--- config.mk ---
export PLATFORM = sky130hd
export DESIGN_NAME = barrel_shifter_right_pipe
export DESIGN_NICKNAME = d
export VERILOG_FILES = /design/src/rtl/barrel_pkg.sv /design/src/rtl/barrel_shift_stage.sv /design/src/rtl/barrel_shifter_right_pipe.sv
export SDC_FILE = /design/constraint.sdc
export NUM_CORES = 1
export LEC_CHECK = 0
export CAP_MARGIN = 40
export CORE_MARGIN = 2
export CORE_UTILIZATION = 30
export DETAILED_ROUTE_END_ITERATION = 10
export DONT_BUFFER_PORTS = 1
export GPL_TIMING_DRIVEN = 0
export SLEW_MARGIN = 20
export SYNTH_ARGS = -nofsm -noshare
export SYNTH_HDL_FRONTEND = slang
export SYNTH_SLANG_ARGS = --single-unit
--- constraint.sdc ---
create_clock -name clk -period 1.3 [get_ports clk]
set_input_delay 0.39 -clock clk [delete_from_list [all_inputs] [get_ports clk]]
set_output_delay 0.39 -clock clk [all_outputs]
set_load 0.01 [all_outputs]
--- src/rtl/barrel_pkg.sv ---
// rtl/barrel_pkg.sv - shared mode encoding and default width for the right barrel shifter
package barrel_pkg;

    typedef enum logic [1:0] {
        SH_LOGIC = 2'b00,
        SH_ROT   = 2'b01,
        SH_ARITH = 2'b10
    } shift_mode_e;

    localparam int BARREL_W = 8;

endpackage

--- src/rtl/barrel_shift_stage.sv ---
// rtl/barrel_shift_stage.sv - one pipeline stage: conditional right shift/rotate by STEP
// Sign-carry register only exists when BARREL_SHIFTER_RIGHT_ARITH_EN is defined.
module barrel_shift_stage
    import barrel_pkg::*;
#(
    parameter int W    = BARREL_W,
    parameter int STEP = 1,
    parameter int SHW  = $clog2(W)
) (
    input  logic           clk,
    input  logic           rst,
    input  logic           prev_valid,
    input  logic [W-1:0]   prev_data,
    input  logic [SHW-1:0] prev_amt,
    input  logic [1:0]     prev_mode,
`ifdef BARREL_SHIFTER_RIGHT_ARITH_EN
    input  logic           prev_sign,
    output logic           sign,
`endif
    input  logic           adv_next,
    output logic           adv,
    output logic           valid,
    output logic [W-1:0]   data,
    output logic [SHW-1:0] amt,
    output logic [1:0]     mode
);

    localparam int BIT = $clog2(STEP);

    logic [W-1:0] shifted;

    // Load when empty or when the current word moves on this same edge.
    assign adv = !valid || adv_next;

    always_comb begin
        shifted = prev_data;
        if (prev_amt[BIT]) begin
            if (prev_mode == SH_ROT)
                shifted = {prev_data[STEP-1:0], prev_data[W-1:STEP]};
`ifdef BARREL_SHIFTER_RIGHT_ARITH_EN
            else if (prev_mode == SH_ARITH)
                shifted = (prev_data >> STEP) | (prev_sign ? ~({W{1'b1}} >> STEP) : '0);
`endif
            else
                shifted = prev_data >> STEP;
        end
    end

    always_ff @(posedge clk) begin
        if (rst) begin
            valid <= 1'b0;
            data  <= '0;
            amt   <= '0;
            mode  <= '0;
`ifdef BARREL_SHIFTER_RIGHT_ARITH_EN
            sign  <= 1'b0;
`endif
        end else if (adv) begin
            valid <= prev_valid;
            if (prev_valid) begin
                data <= shifted;
                amt  <= prev_amt;
                mode <= prev_mode;
`ifdef BARREL_SHIFTER_RIGHT_ARITH_EN
                sign <= prev_sign;
`endif
            end
        end
    end

endmodule

--- src/rtl/barrel_shifter_right_pipe.sv ---
// rtl/barrel_shifter_right_pipe.sv - pipelined right shifter/rotator, one stage per amount bit
// Optional arithmetic mode via BARREL_SHIFTER_RIGHT_ARITH_EN.
module barrel_shifter_right_pipe
    import barrel_pkg::*;
#(
    parameter int W = BARREL_W
) (
    input  logic                 clk,
    input  logic                 rst,
    input  logic                 in_valid,
    output logic                 in_ready,
    input  logic [W-1:0]         in_data,
    input  logic [$clog2(W)-1:0] in_amt,
    input  logic [1:0]           in_mode,
    output logic                 out_valid,
    input  logic                 out_ready,
    output logic [W-1:0]         out_data
);

    localparam int SHW = $clog2(W);

    // Index 0 is the input side, index SHW is the output register of the last stage.
    logic [SHW:0]            vld_c;
    logic [SHW:0]            adv_c;
    logic [SHW:0][W-1:0]     dat_c;
    logic [SHW:0][SHW-1:0]   amt_c;
    logic [SHW:0][1:0]       mode_c;
`ifdef BARREL_SHIFTER_RIGHT_ARITH_EN
    logic [SHW:0]            sign_c;
    assign sign_c[0] = in_data[W-1];
`endif

    assign vld_c[0]    = in_valid;
    assign dat_c[0]    = in_data;
    assign amt_c[0]    = in_amt;
    assign mode_c[0]   = in_mode;
    assign adv_c[SHW]  = out_ready;
    assign in_ready    = adv_c[0];
    assign out_valid   = vld_c[SHW];
    assign out_data    = dat_c[SHW];

    for (genvar k = 0; k < SHW; k++) begin : g_stage
        barrel_shift_stage #(
            .W    (W),
            .STEP (2 ** k),
            .SHW  (SHW)
        ) u_stage (
            .clk        (clk),
            .rst        (rst),
            .prev_valid (vld_c[k]),
            .prev_data  (dat_c[k]),
            .prev_amt   (amt_c[k]),
            .prev_mode  (mode_c[k]),
`ifdef BARREL_SHIFTER_RIGHT_ARITH_EN
            .prev_sign  (sign_c[k]),
            .sign       (sign_c[k+1]),
`endif
            .adv_next   (adv_c[k+1]),
            .adv        (adv_c[k]),
            .valid      (vld_c[k+1]),
            .data       (dat_c[k+1]),
            .amt        (amt_c[k+1]),
            .mode       (mode_c[k+1])
        );
    end

    // Side-band fields of the last stage have no consumer.
    logic unused_tail;
`ifdef BARREL_SHIFTER_RIGHT_ARITH_EN
    assign unused_tail = ^{amt_c[SHW], mode_c[SHW], sign_c[SHW]};
`else
    assign unused_tail = ^{amt_c[SHW], mode_c[SHW]};
`endif

endmodule

==> results.cfg <==
[synth]
yosys_warnings = 0
syn_area_per_cell_um2 = 10.4
synthCells = 168
synth.net_count = 185
seq_area_frac_synth_pct = 39.1
synth_cell_type_count = 26
ys_seq_elements = 34
syn-cell-area_um2 = 1740

[clock_network]
clk_pin_slew_ps = 70
cts_sinks = 34
clock_latency_ps = 290
h-tree-depth = 2
hold_buffers = 0
clockBufferDepth = 2
cts-root-buf = clkbuf_8
cts_tree = done
numCtsBuffers = 5

[grt]
grt_max_degree = 11
gr-total-overflow = 0
grt_pass1_vias = 1238
antenna_found_initial = 0
grt_pass1_wl_mm = 6.12
grt_usage_pct = 12.6

[placement]
place_congestion = 0.739
hpwl_mm = 2.49
dp.cells = 240
dpl_cell_area_um2 = 1830
post-place-ws_ps = -145
port_buffers = 0

[drt]
firstDrtPassIters = 4
ant_nets = 0
wl_mm = 3.66
detail_route.iter0.violations = 51
dr.max_layer_used = met4
wl_per_cell_um = 14.6
met2_length_mm = 1.55
wl_met1_mm = 1.79
dr_wl_met3_um = 240
avgViaCountPerCell = 4.88
drc = 0
vias = 1226

[worst_setup_path]
endpoint = in_ready
worstSetupPathType = flop to output pin
crit_required_ps = 910
startpoint = g_stage[2].u_stage.valid
cp-start-kind = flop
critPathMaxFanout = 5
rr_startpoint = g_stage[2].u_stage.valid
arrival_ps = 990
worst_setup_path_end_kind = output pin
r2r.worst_path.cells = 4
worstReg2RegEnd = g_stage[1].u_stage.data[7]
r2r_slack_ps = 30

[die]
num_rows = 27
dieArea_um2 = 6430
core_area_um2 = 5540
die_w_um = 80.2
initial_core_util_pct = 31.4
dieHeight_um = 80.2
io_pins = 27

[sta]
fin_crit_sh_pct = 106
finalWorstSetupSlack_ps = -77.6
slew_viol_final = 0
period_minus_slack_ps = 1380
final-hold-violation-count = 0
rsz0062_at_grt = yes
relSlewSlack_pct = 52.7
tightest_slew_ps = 709
setup_tns_ps = -77.6
setup_viol = 1
fin_worst_skew_ps = 6.61
fmax_mhz = 726

[cells_and_area]
final_area_um2 = 2000
layout-drive-gt1-share_pct = 33.0
syn2layout_area_growth_pct = 14.7
n_antenna_cell = 0
nNetsFinal = 195
final_cells = 251

[run_status]
violations = setup timing
status = finished, violations left

[pwr]
power_density_nw_per_um2 = 1140
p_leak_nw = 0.731
power_mw = 2.27
irDropWorstVdd_uv = 463

[hold_path]
hold_path_class = primary input to flop

[job]
cap_violations = 0
-- cell families after synthesis --
kind of cell | count (synthesis) | synth area share [%]
mux | 20 | 11.5
compound gates | 59 | 27.4
simple gates | 29 | 12.4
flops | 34 | 39.1
buf+inv | 26 | 9.70
-- routing by layer --
layer	track usage, %	vias up
met5	0	-
met4	4.58	0
met3	4.94	9
met2	17.7	34
met1	17.3	552
li1	-	631
-- synth_stat cells --
library cell / count / share of area (%)
and2_4: 2 / 1.0
nor2b_1: 5 / 1.8
clkbuf_1: 3 / 0.65
nand4b_1: 5 / 2.5
buf_12: 1 / 1.1
and2_1: 1 / 0.36
inv_1: 3 / 0.65
a211oi_1: 1 / 0.43
buf_4: 8 / 3.4
nand3_1: 2 / 0.57
and3b_1: 1 / 0.50
nand4b_2: 1 / 0.86
buf_6: 2 / 1.3
a311oi_1: 2 / 1.0
nand2b_1: 10 / 3.6
buf_2: 7 / 2.0
a311oi_4: 1 / 1.5
a211oi_2: 20 / 14
nand2b_2: 1 / 0.50
clkbuf_2: 1 / 0.29
dfxtp_1: 34 / 39
a21oi_1: 31 / 8.9
buf_1: 1 / 0.22
nand3b_2: 1 / 0.65
mux2i_1: 20 / 11
o21ai_1: 4 / 1.1
-- registers in the layout, indices dropped and copies added (netlist names) --
signal                 count
g_stage.u_stage.data      24
g_stage.u_stage.valid      3
g_stage.u_stage.mode       4
g_stage.u_stage.amt        3
-- where the power goes --
| part | switching (mW) | internal (mW) | leakage [nW] |
|---|---|---|---|
| combinational | 0.164 | 0.145 | 0.401 |
| clock | 0.390 | 0.427 | 0.0482 |
| sequential | 0.0442 | 1.10 | 0.281 |
| total | 0.598 | 1.68 | 0.731 |
-- layout by cell type, fill, tap and decap left out, types with 4 or more instances in the layout --
master    instances
a21oi_1          31
dfxtp_1          31
a211oi_2         20
mux2i_1          20
nand2b_1         10
buf_4            10
buf_2             6
clkbuf_8          6
nor2b_1           5
nand4b_1          5
clkbuf_1          4
o21ai_1           4
-- how the worst min path moves through the flow --
stage	depth (start not counted)	slack, ps	start	to
final	2	260	in_mode[1]	g_stage[0].u_stage.mode[1]
after global routing	2	260	in_amt[1]	g_stage[0].u_stage.amt[1]
after CTS	2	260	in_mode[1]	g_stage[0].u_stage.mode[1]
after detailed placement	2	470	g_stage[1].u_stage.mode[1]	g_stage[1].u_stage.mode[1]
after global placement	2	460	g_stage[1].u_stage.mode[1]	g_stage[1].u_stage.mode[1]
after floorplan	2	440	g_stage[1].u_stage.mode[0]	g_stage[1].u_stage.mode[0]
-- through the flow --
| step | utilization, % | hold WS, ps |
|---|---|---|
| floorplan | - | 444 |
| global placement | 33.1 | 461 |
| detailed placement | 33.1 | 469 |
| CTS | 36.0 | 257 |
| global route | 36.0 | 265 |
| finish | 36.0 | 262 |
-- critical path: stages, from the launching register on --
cell	delay, ps
dfxtp_4	400
nand4b_4	140
buf_8	160
-- final cells by class --
| class | instances | area (µm²) |
|---|---|---|
| Buffer | 23 | 168 |
| Clock buffer | 7 | 86.3 |
| Clock inverter | 1 | 5.00 |
| Fill cell | 591 | 3540 |
| Inverter | 3 | 11.3 |
| Multi-Input combinational cell | 108 | 902 |
| Sequential cell | 34 | 687 |
| Tap cell | 72 | 90.1 |
| Timing Repair Buffer | 3 | 47.5 |
-- what timing repair did --
| action | 4_1_cts | 5_1_grt |
|---|---|---|
| setup endpoints to repair | 22 | 14 |
| resized for setup | 7 | 2 |
| pin swaps | 1 | 0 |
| buffers inserted | 2 | 0 |
| gates cloned | 1 | 0 |
(Power assumes the default switching activity.)
